==> src/rtl/mem_stage_pkg.sv <==
// Shared types and constants for the MEM-stage access controller.
package mem_stage_pkg;

    typedef enum logic [1:0] {
        IDLE = 2'd0,
        REQ  = 2'd1,
        DONE = 2'd2
    } state_e;

    localparam int          TIMEOUT_CYCLES_DEF = 15;
    localparam logic [15:0] ERR_DATA           = 16'hFFFF;

    // Everything captured from EX/MEM when an access starts.
    typedef struct packed {
        logic        wr;
        logic [15:0] addr;
        logic [15:0] wdata;
        logic        from_mem;
        logic        write_reg;
        logic [3:0]  dst_reg;
        logic [15:0] dst_data;
        logic        hlt;
    } mem_txn_t;

endpackage

==> src/rtl/mem_timeout_cnt.sv <==
// Counts REQ cycles; tc flags the cycle in which the LIMIT-th wait cycle is reached.
module mem_timeout_cnt #(
    parameter int LIMIT = 15
) (
    input  logic clk,
    input  logic rst,
    input  logic clr,
    input  logic en,
    output logic tc
);

    localparam int          W        = $clog2(LIMIT + 1);
    localparam logic [W-1:0] LIMIT_M1 = W'(LIMIT - 1);

    logic [W-1:0] cnt_q, cnt_d;

    assign tc = en && (cnt_q == LIMIT_M1);

    always_comb begin
        cnt_d = cnt_q;
        if (clr)
            cnt_d = '0;
        else if (en && !tc)
            cnt_d = cnt_q + 1'b1;
    end

    always_ff @(posedge clk or negedge rst) begin
        if (!rst)
            cnt_q <= '0;
        else
            cnt_q <= cnt_d;
    end

endmodule

==> src/rtl/mem_stage_ctrl.sv <==
// MEM-stage controller: stalls the pipe around a req/ack memory access (IDLE/REQ/DONE).
// Optional abort of unanswered requests with sticky mem_err when MEM_TIMEOUT_EN is defined.
module mem_stage_ctrl
    import mem_stage_pkg::*;
#(
    parameter int TIMEOUT_CYCLES = TIMEOUT_CYCLES_DEF
) (
    input  logic        clk,
    input  logic        rst,
    input  logic        in_Data_Mem_en,
    input  logic        in_Data_Mem_wr,
    input  logic [15:0] in_Data_Mem_Addr,
    input  logic [15:0] in_Data_Mem_In,
    input  logic        in_from_mem,
    input  logic        in_WriteReg,
    input  logic        in_hlt,
    input  logic [3:0]  in_DstReg,
    input  logic [15:0] in_DstData,
    output logic        mem_req,
    output logic        mem_we,
    output logic [15:0] mem_addr,
    output logic [15:0] mem_wdata,
    input  logic        mem_ack,
    input  logic [15:0] mem_rdata,
    output logic        stall,
    output logic        wb_WriteReg,
    output logic [3:0]  wb_DstReg,
    output logic [15:0] wb_Data,
    output logic        wb_hlt,
    output logic        mem_err
);

    if (TIMEOUT_CYCLES < 1) begin : g_bad_timeout
        $error("TIMEOUT_CYCLES must be at least 1");
    end

    state_e      state_q, state_d;
    mem_txn_t    txn_q, txn_d;
    logic [15:0] rdata_q, rdata_d;
    logic        mem_req_q, mem_req_d;
    logic        mem_we_q, mem_we_d;

`ifdef MEM_TIMEOUT_EN
    logic err_q, err_d;
    logic to_q, to_d;
    logic tc;

    mem_timeout_cnt #(.LIMIT(TIMEOUT_CYCLES)) u_timeout (
        .clk (clk),
        .rst (rst),
        .clr (state_q != REQ),
        .en  (state_q == REQ),
        .tc  (tc)
    );

    assign mem_err = err_q;
`else
    assign mem_err = 1'b0;
`endif

    assign mem_req   = mem_req_q;
    assign mem_we    = mem_we_q;
    assign mem_addr  = txn_q.addr;
    assign mem_wdata = txn_q.wdata;

    always_comb begin
        state_d   = state_q;
        txn_d     = txn_q;
        rdata_d   = rdata_q;
        mem_req_d = mem_req_q;
        mem_we_d  = mem_we_q;
`ifdef MEM_TIMEOUT_EN
        err_d     = err_q;
        to_d      = to_q;
`endif
        case (state_q)
            IDLE: begin
                if (in_Data_Mem_en) begin
                    state_d   = REQ;
                    txn_d     = '{wr:        in_Data_Mem_wr,
                                  addr:      in_Data_Mem_Addr,
                                  wdata:     in_Data_Mem_In,
                                  from_mem:  in_from_mem,
                                  write_reg: in_WriteReg,
                                  dst_reg:   in_DstReg,
                                  dst_data:  in_DstData,
                                  hlt:       in_hlt};
                    mem_req_d = 1'b1;
                    mem_we_d  = in_Data_Mem_wr;
`ifdef MEM_TIMEOUT_EN
                    to_d      = 1'b0;
`endif
                end
            end
            REQ: begin
                // An ack in the terminal-count cycle still completes normally.
                if (mem_ack) begin
                    state_d   = DONE;
                    mem_req_d = 1'b0;
                    mem_we_d  = 1'b0;
                    if (!txn_q.wr)
                        rdata_d = mem_rdata;
                end
`ifdef MEM_TIMEOUT_EN
                else if (tc) begin
                    state_d   = DONE;
                    mem_req_d = 1'b0;
                    mem_we_d  = 1'b0;
                    to_d      = 1'b1;
                    err_d     = 1'b1;
                end
`endif
            end
            DONE:    state_d = IDLE;
            default: state_d = IDLE;
        endcase
    end

    always_ff @(posedge clk or negedge rst) begin
        if (!rst) begin
            state_q   <= IDLE;
            txn_q     <= '0;
            rdata_q   <= '0;
            mem_req_q <= 1'b0;
            mem_we_q  <= 1'b0;
`ifdef MEM_TIMEOUT_EN
            err_q     <= 1'b0;
            to_q      <= 1'b0;
`endif
        end else begin
            state_q   <= state_d;
            txn_q     <= txn_d;
            rdata_q   <= rdata_d;
            mem_req_q <= mem_req_d;
            mem_we_q  <= mem_we_d;
`ifdef MEM_TIMEOUT_EN
            err_q     <= err_d;
            to_q      <= to_d;
`endif
        end
    end

    // Pass-through is the default; reset forces it so a held request cannot stall the pipe.
    always_comb begin
        stall       = 1'b0;
        wb_WriteReg = in_WriteReg;
        wb_DstReg   = in_DstReg;
        wb_Data     = in_DstData;
        wb_hlt      = in_hlt;
        if (rst) begin
            case (state_q)
                IDLE: begin
                    if (in_Data_Mem_en) begin
                        stall       = 1'b1;
                        wb_WriteReg = 1'b0;
                        wb_hlt      = 1'b0;
                    end
                end
                REQ: begin
                    stall       = 1'b1;
                    wb_WriteReg = 1'b0;
                    wb_hlt      = 1'b0;
                end
                DONE: begin
                    wb_WriteReg = txn_q.write_reg;
                    wb_DstReg   = txn_q.dst_reg;
                    wb_Data     = txn_q.from_mem ? rdata_q : txn_q.dst_data;
                    wb_hlt      = txn_q.hlt;
`ifdef MEM_TIMEOUT_EN
                    if (to_q) begin
                        wb_WriteReg = 1'b0;
                        wb_Data     = ERR_DATA;
                    end
`endif
                end
                default: ;
            endcase
        end
    end

endmodule

==> config.mk <==
export PLATFORM = sky130hd
export DESIGN_NAME = mem_stage_ctrl
export DESIGN_NICKNAME = d
export VERILOG_FILES = /design/src/rtl/mem_stage_pkg.sv /design/src/rtl/mem_timeout_cnt.sv /design/src/rtl/mem_stage_ctrl.sv
export SDC_FILE = /design/constraint.sdc
export NUM_CORES = 1
export LEC_CHECK = 0
export CORE_ASPECT_RATIO = 1.25
export CORE_MARGIN = 3
export CORE_UTILIZATION = 48
export DETAILED_ROUTE_END_ITERATION = 8
export GPL_TIMING_DRIVEN = 0
export PLACE_DENSITY_LB_ADDON = 0.12
export SETUP_SLACK_MARGIN = 0.02
export SLEW_MARGIN = 20
export SYNTH_ARGS = -nofsm -noshare
export SYNTH_HDL_FRONTEND = slang
export SYNTH_SLANG_ARGS = --single-unit
==> constraint.sdc <==
create_clock -name clk -period 4 [get_ports clk]
set_input_delay 0.8 -clock clk [delete_from_list [all_inputs] [get_ports clk]]
set_output_delay 0.8 -clock clk [all_outputs]
set_load 0.005 [all_outputs]
==> results.md, run 1 <==
* RSZ-0062 raised after global routing: false
* Maxcap violations at 0
* Die area at 8445 µm²
* Final hold violations at 0
* Clock Skew at 0.01038 ns
* Layout cells sized above 1 at 32.53%
* Layout Area Growth over Synthesis at 47.91%
* Final worst path period need at 3.712 ns
* PortBufs at 132
* Max FO, Critical Path at 45
* Setup-failing EPs final at 0
* H-tree level count at 3
* Drt drc at 0
* Synth Register Bits at 76
* Via Count at 2,500
* First-pass GRT wire length at 12.30 mm
* Final WL at 7.956 mm
* Hold_buf cts at 0
* Clock-pin slew on the worst setup and hold paths at 0.08 ns
* Clk buf depth at 2
* PwrDens at 687.1 nW/µm²
* Antenna cells at 0
* Total Routing Usage GR at 19.45%
* Final worst-path cycle share at 92.80%
* Clock power share at 18.8%
* Layout Utilization at 74.11%
* WL per Instance at 15.75 µm
* Slew Viols, Final at 0
* Yosys warns at 0
* CTS tree: done
* Most used DFF post-synth: dfrtp_1
* Worst VDD drop at 0.0003903 V
* Post-synth EDFFs at 0
* Synth cell types at 22
* CTS root buf: clkbuf_8
* Postcts setup bufs at 0
* Final HPWL DP at 5.969 mm
* Grt total ovfl at 0
* Drt pass-1 iters at 4
* Final non-filler cell total at 505
* Final Wtd Congestion at 0.7628
* CTS sink count at 76
* Site row count at 34
* Placed insts at 489
* Cell count after synthesis at 266
* Mapped cell area at 3538 µm²
* Mapped Avg Cell Area at 13.30 µm²
* Type of the worst min-delay path: in -> async
* Internal power at 2.635 mW
* Vias per Instance at 4.950
* Design Area, Final at 5234 µm²
* NetSw at 960.9 µW
* Critical Path AT at 2.91 ns
* Io pins at 134
* Lkg Pwr at 2.296 nW
* Fin worst setup slack at 0.2880 ns
* Die H at 102.0 µm
* Critical path capture point type: primary output
* Synth Net Count at 342
* Core area at 7062 µm²
* Largest net degree at the start of global routing at 46
* Vias in the first global route at 2,627
* Hold Slack at 0.4011 ns
* CTS Buf Count at 9
* Sequential share of power at 37.8%
* Setup TNS at 0 ns
* Clk_lat worst skew at 0.35 ns
* Place WS at 0.2271 ns
* Run status: complete, no violations
* Initial drt markers at 73
* Die X at 82.80 µm
* Tot Pwr at 3.596 mW
* Worst EP required at 3.20 ns
* CTS-repair resized insts at 0
* Initial core utilization at 50.11%
* Initial antenna violation count at 0
* Sw frac at 26.72%
* Net count, final at 486
* CP startpoint kind: input pin
* Fmax at 269.4 MHz
* Logic pwr share at 43.4%
* Final ANT Viol Nets at 0
* Post-Place Cell Area at 4997 µm²
* CP Class: in -> out
* Post-synth ARST share at 100.0%
* Sequential cell area fraction in the yosys report at 53.75%
==> flip-flops by register name, indices dropped and copies added (netlist names) <==
| register | cells |
|---|---|
| mem_wdata | 16 |
| mem_addr | 16 |
| rdata_q | 16 |
| txn_q | 24 |
| mem_req | 1 |
| mem_we | 1 |
| state_q | 2 |
==> kinds of logic after synthesis <==
logic type | after synthesis | synth area share, %
mux | 91 | 28.39
other cells | 1 | 0.1060
flops | 76 | 53.75
simple gates | 26 | 4.102
compound gates | 23 | 3.713
buf+inv | 49 | 9.936
==> cell usage after synthesis (2+ instances only) <==
| master | instances | area share [%] |
|---|---|---|
| nand2_1 | 19 | 2.0 |
| buf_2 | 5 | 0.71 |
| buf_6 | 3 | 0.95 |
| o21ai_0 | 18 | 2.5 |
| buf_4 | 37 | 7.9 |
| dfrtp_1 | 76 | 54 |
| nor2_1 | 2 | 0.21 |
| mux2_2 | 69 | 22 |
| inv_1 | 3 | 0.32 |
| mux2_1 | 6 | 1.9 |
| a22o_1 | 2 | 0.50 |
| mux2i_1 | 16 | 4.5 |
==> power by group through the flow <==
| stage | clock (mW) | combinational [mW] | sequential, mW |
|---|---|---|---|
| after detailed placement | 0 | 1.58 | 1.38 |
| after global routing | 0.730 | 1.68 | 1.41 |
| after CTS | 0.693 | 1.59 | 1.36 |
| after floorplan | 0 | 0.939 | 1.31 |
| final | 0.676 | 1.56 | 1.36 |
| after global placement | 0 | 1.53 | 1.35 |
==> layout by cell type (no fill, tap or decap) <==
| cell | instances |
|---|---|
| o21ai_0 | 18 |
| nor3b_4 | 1 |
| nor2_1 | 2 |
| buf_4 | 38 |
| clkbuf_1 | 2 |
| inv_1 | 3 |
| a21o_1 | 1 |
| nor3_1 | 1 |
| nand3b_2 | 1 |
| a22o_1 | 2 |
| mux2i_1 | 16 |
| a211oi_1 | 1 |
| nand3b_4 | 1 |
| nor2_4 | 1 |
| mux2_1 | 6 |
| mux2_2 | 69 |
| o31a_1 | 1 |
| clkbuf_8 | 12 |
| clkinvlp_4 | 1 |
| conb_1 | 1 |
| bufinv_16 | 2 |
| dfrtp_1 | 76 |
| buf_6 | 3 |
| buf_2 | 5 |
| clkdlybuf4s50_1 | 131 |
| nand2_1 | 19 |
| buf_16 | 1 |
==> worst paths after layout <==
path / depth (start not counted) / end / from / slack [ns]
max: 6 / wb_Data[0] / rst / 0.29
min: 1 / txn_q[7] / rst / 0.40
max reg2reg: 4 / txn_q[13] / state_q[0] / 2.36
min reg2reg: 1 / txn_q[12] / txn_q[12] / 0.49
max in group asynchronous: 2 / txn_q[0] / rst / 3.02
min in group clk: 1 / txn_q[12] / txn_q[12] / 0.49
==> worst max-delay path, cell delays in order <==
cell and delay, ns:
buf_4 0.39, buf_16 0.29, nand3b_2 0.25, clkbuf_1 0.32, o21ai_0 0.28, clkdlybuf4s50_1 0.55
==> layer usage <==
layer | GRT usage [%] | up-vias | share of wire [%]
li1 | - | 1174 | -
met1 | 21.85 | 1232 | 39
met2 | 33.89 | 82 | 52
met3 | 5.820 | 12 | 7.7
met4 | 8.176 | 0 | 1.7
met5 | 0 | - | 0
==> layout make-up <==
class / count / area (µm²)
sequential: 76 / 1902
fill: 529 / 1828
timing repair buffer: 133 / 1346
multi-input combinational: 141 / 1285
buffer: 46 / 340.3
clock buffer: 13 / 168.9
tap: 90 / 112.6
clock inverter: 3 / 67.56
inverter: 3 / 11.26
Note: power is estimated with default switching activity, not from simulation.
==> inputs of run 2 (changes only) <==
--- a/config.mk
+++ b/config.mk
@@ -10,7 +10,7 @@
 export CORE_UTILIZATION = 48
 export DETAILED_ROUTE_END_ITERATION = 8
 export GPL_TIMING_DRIVEN = 0
-export PLACE_DENSITY_LB_ADDON = 0.12
+export PLACE_DENSITY = 0.83
 export SETUP_SLACK_MARGIN = 0.02
 export SLEW_MARGIN = 20
 export SYNTH_ARGS = -nofsm -noshare
==> results.md, run 2 (synthesized netlist as in run 1, its figures left out) <==
* Run status: complete, no violations
* Commonest cells after routing, fill and taps aside: clkdlybuf4s50_1 (131), dfrtp_1 (76), mux2_2 (69)
* NetSw at 948.7 µW (-1.3%)
* Final worst-path cycle share at 91.86% (-0.94 points)
* CP Class: in -> out
* Worst EP required at 3.20 ns (about the same)
* H-tree level count at 3 (unchanged)
* Die area at 8445 µm² (unchanged)
* Commonest non-fill, non-tap cell in the layout: clkdlybuf4s50_1
* WL per Instance at 15.63 µm (-0.80%)
* Type of the worst min-delay path: in -> async
* Final WL at 7.892 mm (-0.80%)
* Final hold violations at 0 (unchanged)
* Design Area, Final at 5201 µm² (-0.62%)
* Drt pass-1 iters at 4 (unchanged)
* Clock power share at 16.9% (-1.9 points)
* Lkg Pwr at 2.276 nW (-0.87%)
* Final Wtd Congestion at 0.7473 (-2.0%)
* CTS-repair resized insts at 0 (unchanged)
* PortBufs at 132 (unchanged)
* Met1 Track Usage GR at 23.93% (+2.1 points)
* Critical Path AT at 2.87 ns (-0.04 ns)
* Sequential share of power at 38.7% (+0.9 points)
* CP startpoint kind: input pin
* Site row count at 34 (unchanged)
* Antenna cells at 0 (unchanged)
* Place WS at 0.2531 ns (+0.02609 ns)
* Largest reg by FF count: txn_q
* Postcts setup bufs at 0 (unchanged)
* Setup TNS at 0 ns (unchanged)
* CTS sink count at 76 (unchanged)
* CTS Buf Count at 9 (unchanged)
* Hold_buf cts at 0 (unchanged)
* CTS tree: done
* Worst VDD drop at 0.0003859 V (-1.1%)
* Final ANT Viol Nets at 0 (unchanged)
* Clk buf depth at 2 (unchanged)
* Internal power at 2.555 mW (-3.0%)
* Layout cells sized above 1 at 32.29% (-0.24 points)
* Clock Skew at 0.01011 ns (-0.0002786 ns)
* Setup-failing EPs final at 0 (unchanged)
* Largest net degree at the start of global routing at 58 (+26%)
* Met2 Use GR at 32.47% (-1.4 points)
* Net count, final at 486 (unchanged)
* Fmax at 272.2 MHz (+1.0%)
* Die H at 102.0 µm (unchanged)
* Fin worst setup slack at 0.3258 ns (+0.03774 ns)
* Vias in the first global route at 2,490 (-5.2%)
* Final HPWL DP at 6.030 mm (+1.0%)
* Drt drc at 0 (unchanged)
* Initial core utilization at 50.11% (unchanged)
* Post-Place Cell Area at 4997 µm² (unchanged)
* Maxcap violations at 0 (unchanged)
* Final worst path period need at 3.674 ns (-0.03774 ns)
* Most crowded layer after global routing: met2
* Die X at 82.80 µm (unchanged)
* Clock-pin slew on the worst setup and hold paths at 0.08 ns (about the same)
* Initial antenna violation count at 0 (unchanged)
* First-pass GRT wire length at 12.28 mm (-0.16%)
* Via Count at 2,444 (-2.2%)
* Max FO, Critical Path at 57 (+27%)
* Max reg flops at 24 (unchanged)
* Io pins at 134 (unchanged)
* Clk_lat worst skew at 0.34 ns (about the same)
* CTS root buf: clkbuf_8
* FF-to-FF setup slack at 2.37 ns (about the same)
* Initial drt markers at 79 (+8.2%)
* GR met3 Demand/Resource at 3.968% (-1.9 points)
* Sw frac at 27.07% (+0.36 points)
* Critical path capture point type: primary output
* Grt total ovfl at 0 (unchanged)
* Vias per Instance at 4.840 (-2.2%)
* PwrDens at 673.7 nW/µm² (-2.0%)
* Slew Viols, Final at 0 (unchanged)
* RSZ-0062 raised after global routing: false
* Logic pwr share at 44.4% (+1.0 points)
* Total Routing Usage GR at 19.36% (-0.096 points)
* Core area at 7062 µm² (unchanged)
* Layout Area Growth over Synthesis at 46.99%
run 2: changes by cell type in the layout (fill, tap and decap cells not counted):
cell	delta
bufinv_16	-1
clkbuf_8	-1
clkbuf_1	+1
clkinvlp_4	+1
run 2: cell type report:
type | count | area (µm²)
Inverter | 3 | 11.26
Clock inverter | 3 | 45.04
Multi-Input combinational cell | 141 | 1285
Buffer | 46 | 340.3
Timing Repair Buffer | 133 | 1346
Tap cell | 90 | 112.6
Fill cell | 516 | 1861
Sequential cell | 76 | 1902
Clock buffer | 13 | 158.9
run 2: critical path: stages:
cell,delay [ns]
buf_4,0.29
buf_16,0.30
nand3b_2,0.25
clkbuf_1,0.30
o21ai_0,0.33
clkdlybuf4s50_1,0.57
run 2: final timing paths:
kind                                 start           end  cells past startpoint
worst min-delay path                   rst  mem_wdata[7]                      1
worst max register to register  state_q[1]    rdata_q[5]                      5
min in group clk                 txn_q[11]     txn_q[11]                      1
worst min register to register   txn_q[11]     txn_q[11]                      1
max in group asynchronous              rst    rdata_q[4]                      2
worst max-delay path                   rst    wb_Data[1]                      6
run 2: layer usage:
| metal | routed length, µm | vias up |
|---|---|---|
| met1 | 3172 | 1179 |
| li1 | - | 1175 |
| met4 | 169 | 0 |
| met2 | 4162 | 76 |
| met3 | 388 | 14 |
| met5 | 0 | - |
run 2: metrics by stage:
| stage | power [mW] | cells | hold slack [ns] | utilization [%] |
|---|---|---|---|---|
| final | 3.504 | 505 | 0.3430 | 73.65 |
| after CTS | 3.550 | 505 | 0.3387 | 73.65 |
| after detailed placement | 2.952 | 489 | 0.4693 | 70.77 |
| after global placement | 2.882 | 488 | 0.4610 | 70.41 |
| after global routing | 3.740 | 505 | 0.3399 | 73.65 |
| after floorplan | 2.254 | 266 | 0.4541 | - |
run 2: power by group through the flow:
stage	Combinational (mW)	Clock (mW)	Sequential [mW]
after floorplan	0.939	0	1.31
after global placement	1.54	0	1.34
after detailed placement	1.58	0	1.37
after CTS	1.58	0.609	1.36
after global routing	1.68	0.646	1.41
final	1.56	0.592	1.36
==> inputs of run 3 (changes only) <==
--- a/config.mk
+++ b/config.mk
@@ -5,12 +5,13 @@
 export SDC_FILE = /design/constraint.sdc
 export NUM_CORES = 1
 export LEC_CHECK = 0
+export CAP_MARGIN = 20
 export CORE_ASPECT_RATIO = 1.25
 export CORE_MARGIN = 3
-export CORE_UTILIZATION = 48
+export CORE_UTILIZATION = 30
 export DETAILED_ROUTE_END_ITERATION = 8
 export GPL_TIMING_DRIVEN = 0
-export PLACE_DENSITY = 0.83
+export PLACE_DENSITY = 0.55
 export SETUP_SLACK_MARGIN = 0.02
 export SLEW_MARGIN = 20
 export SYNTH_ARGS = -nofsm -noshare
==> constraint.sdc (replaced) <==
create_clock -name clk -period 4 [get_ports clk]
set_input_delay 0.8 -clock clk [delete_from_list [all_inputs] [get_ports clk]]
set_output_delay 0.8 -clock clk [all_outputs]
set_load 0.02 [all_outputs]
==> results.md, run 3 (synthesized netlist as in run 1, its figures left out) <==
* Fin worst setup slack at 0.2644 ns (-0.06133 ns)
* RSZ-0062 raised after global routing: false
* Place WS at 0.05779 ns (-0.1954 ns)
* H-tree level count at 3 (unchanged)
* PortBufs at 132 (unchanged)
* CTS tree: done
* Initial drt markers at 32 (-59%)
* Die X at 103.1 µm (+25%)
* CTS sink count at 76 (unchanged)
* Largest net degree at the start of global routing at 56 (-3.4%)
* Worst Path Buf+Inv at 4 (unchanged)
* Design Area, Final at 5321 µm² (+2.3%)
* Final ANT Viol Nets at 0 (unchanged)
* Die area at 13,140 µm² (+56%)
* Final non-filler cell total at 550 (+8.9%)
* Critical path cell sequence: buf_6 > buf_16 > nand3b_2 > clkbuf_1 > o21ai_0 > clkdlybuf4s50_1
* Antenna cells at 0 (unchanged)
* Drt drc at 0 (unchanged)
* Max FO, Critical Path at 55 (-3.5%)
* Final hold violations at 0 (unchanged)
* Worst EP required at 3.20 ns (about the same)
* Total Routing Usage GR at 13.61% (-5.7 points)
* Io pins at 134 (unchanged)
* Fmax at 267.7 MHz (-1.6%)
* Post-Place Cell Area at 5054 µm² (+1.1%)
* Core area at 11,300 µm² (+60%)
* Setup-failing EPs final at 0 (unchanged)
* Lkg Pwr at 2.313 nW (+1.6%)
* Initial core utilization at 31.32% (-19 points)
* First-pass GRT wire length at 13.60 mm (+11%)
* Vias per Instance at 4.478 (-7.5%)
* Type of the worst min-delay path: in -> async
* Maxcap violations at 0 (unchanged)
* Die H at 127.4 µm (+25%)
* Max reg flops at 24 (unchanged)
* Critical Path AT at 2.94 ns (+0.07 ns)
* Clock-pin slew on the worst setup and hold paths at 0.05 ns (-0.03 ns)
* Final worst-path cycle share at 93.39% (+1.5 points)
* CP Class: in -> out
* Net count, final at 486 (unchanged)
* Placed insts at 534 (+9.2%)
* WL per Instance at 15.65 µm (+0.16%)
* Delay of the slowest critical-path stage at 0.65 ns (+0.08 ns)
* Final HPWL DP at 6.447 mm (+6.9%)
* Layout cells sized above 1 at 31.81% (-0.48 points)
* Initial antenna violation count at 0 (unchanged)
* CTS Buf Count at 9 (unchanged)
* Grt total ovfl at 0 (unchanged)
* Layout Utilization at 47.10% (-27 points)
* Top delay family on crit path: buffers and inverters
* Final Wtd Congestion at 0.7482 (+0.12%)
* Drt pass-1 iters at 4 (unchanged)
* Critical path capture point type: primary output
* Worst VDD drop at 0.0003504 V (-9.2%)
* Run status: complete, no violations
* Clock Skew at 0.005644 ns (-0.004462 ns)
* Layout Area Growth over Synthesis at 50.39%
* Slew Viols, Final at 0 (unchanged)
* Clk buf depth at 2 (unchanged)
* Final worst path period need at 3.736 ns (+0.06133 ns)
* Commonest non-fill, non-tap cell in the layout: clkdlybuf4s50_1
* Site row count at 43 (+26%)
* Postcts setup bufs at 0 (unchanged)
* Setup TNS at 0 ns (unchanged)
* CTS root buf: clkbuf_16
* Vias in the first global route at 2,646 (+6.3%)
* Commonest cells after routing, fill and taps aside: clkdlybuf4s50_1 (131), dfrtp_1 (76), mux2_2 (69)
* Clk_lat worst skew at 0.33 ns (about the same)
* PwrDens at 729.8 nW/µm² (+8.3%)
* Largest reg by FF count: txn_q
* Via Count at 2,463 (+0.78%)
* Final WL at 8.609 mm (+9.1%)
* CP max-delay cell: clkdlybuf4s50_1
* CP startpoint kind: input pin
[run 3: cell types whose count changed in the layout (fill, tap and decap cells not counted), sizes merged]
cell,delta
clkinvlp,-2
clkinv,+2
clkbuf,+1
bufinv,-1
[run 3: where the power goes]
group          switching (mW)  internal (mW)  leakage (nW)  total [mW]
Combinational           0.728           1.08          1.29        1.81
Clock                   0.292          0.436         0.131       0.728
Sequential              0.189           1.16         0.892        1.35
[run 3: path summary, 6_finish.rpt]
path | startpoint | end | slack, ns | depth (start not counted)
worst max-delay path | rst | wb_Data[1] | 0.26 | 6
worst min register to register | txn_q[12] | txn_q[12] | 0.49 | 1
min in group clk | txn_q[12] | txn_q[12] | 0.49 | 1
worst max register to register | state_q[0] | txn_q[15] | 2.35 | 4
max in group asynchronous | rst | mem_addr[4] | 3.11 | 2
worst min-delay path | rst | rdata_q[14] | 0.34 | 1
[run 3: worst reg2reg max path, stage by stage (launching register included)]
cell,delay [ns]
dfrtp_1,0.47
nor3b_4,0.36
buf_6,0.21
buf_6,0.16
mux2_1,0.33
[run 3: per-layer routing]
| layer | wire [µm] | global-route usage [%] |
|---|---|---|
| met1 | 3505 | 16.76 |
| met2 | 4473 | 22.74 |
| met3 | 415 | 2.130 |
| met4 | 215 | 6.860 |
| met5 | 0 | 0 |
[run 3: area by class of cell]
type / count / area, µm²
Buffer: 46 / 340.3
Clock buffer: 14 / 254.0
Clock inverter: 2 / 10.01
Fill cell: 1068 / 5977
Inverter: 3 / 11.26
Multi-Input combinational cell: 141 / 1285
Sequential cell: 76 / 1902
Tap cell: 135 / 168.9
Timing Repair Buffer: 133 / 1350
[run 3: per-stage QoR]
step / hold WS, ns / total power [mW]
final: 0.3353 / 3.883
after CTS: 0.3903 / 3.951
after floorplan: 0.4541 / 2.515
after detailed placement: 0.4701 / 3.208
after global placement: 0.4633 / 3.167
after global routing: 0.3413 / 4.139
[run 3: timing repair]
action | 4_1_cts | 5_1_grt
resized for setup | 0 | 1
hold buffers | 0 | 0
endpoints found under the setup margin | 0 | 7
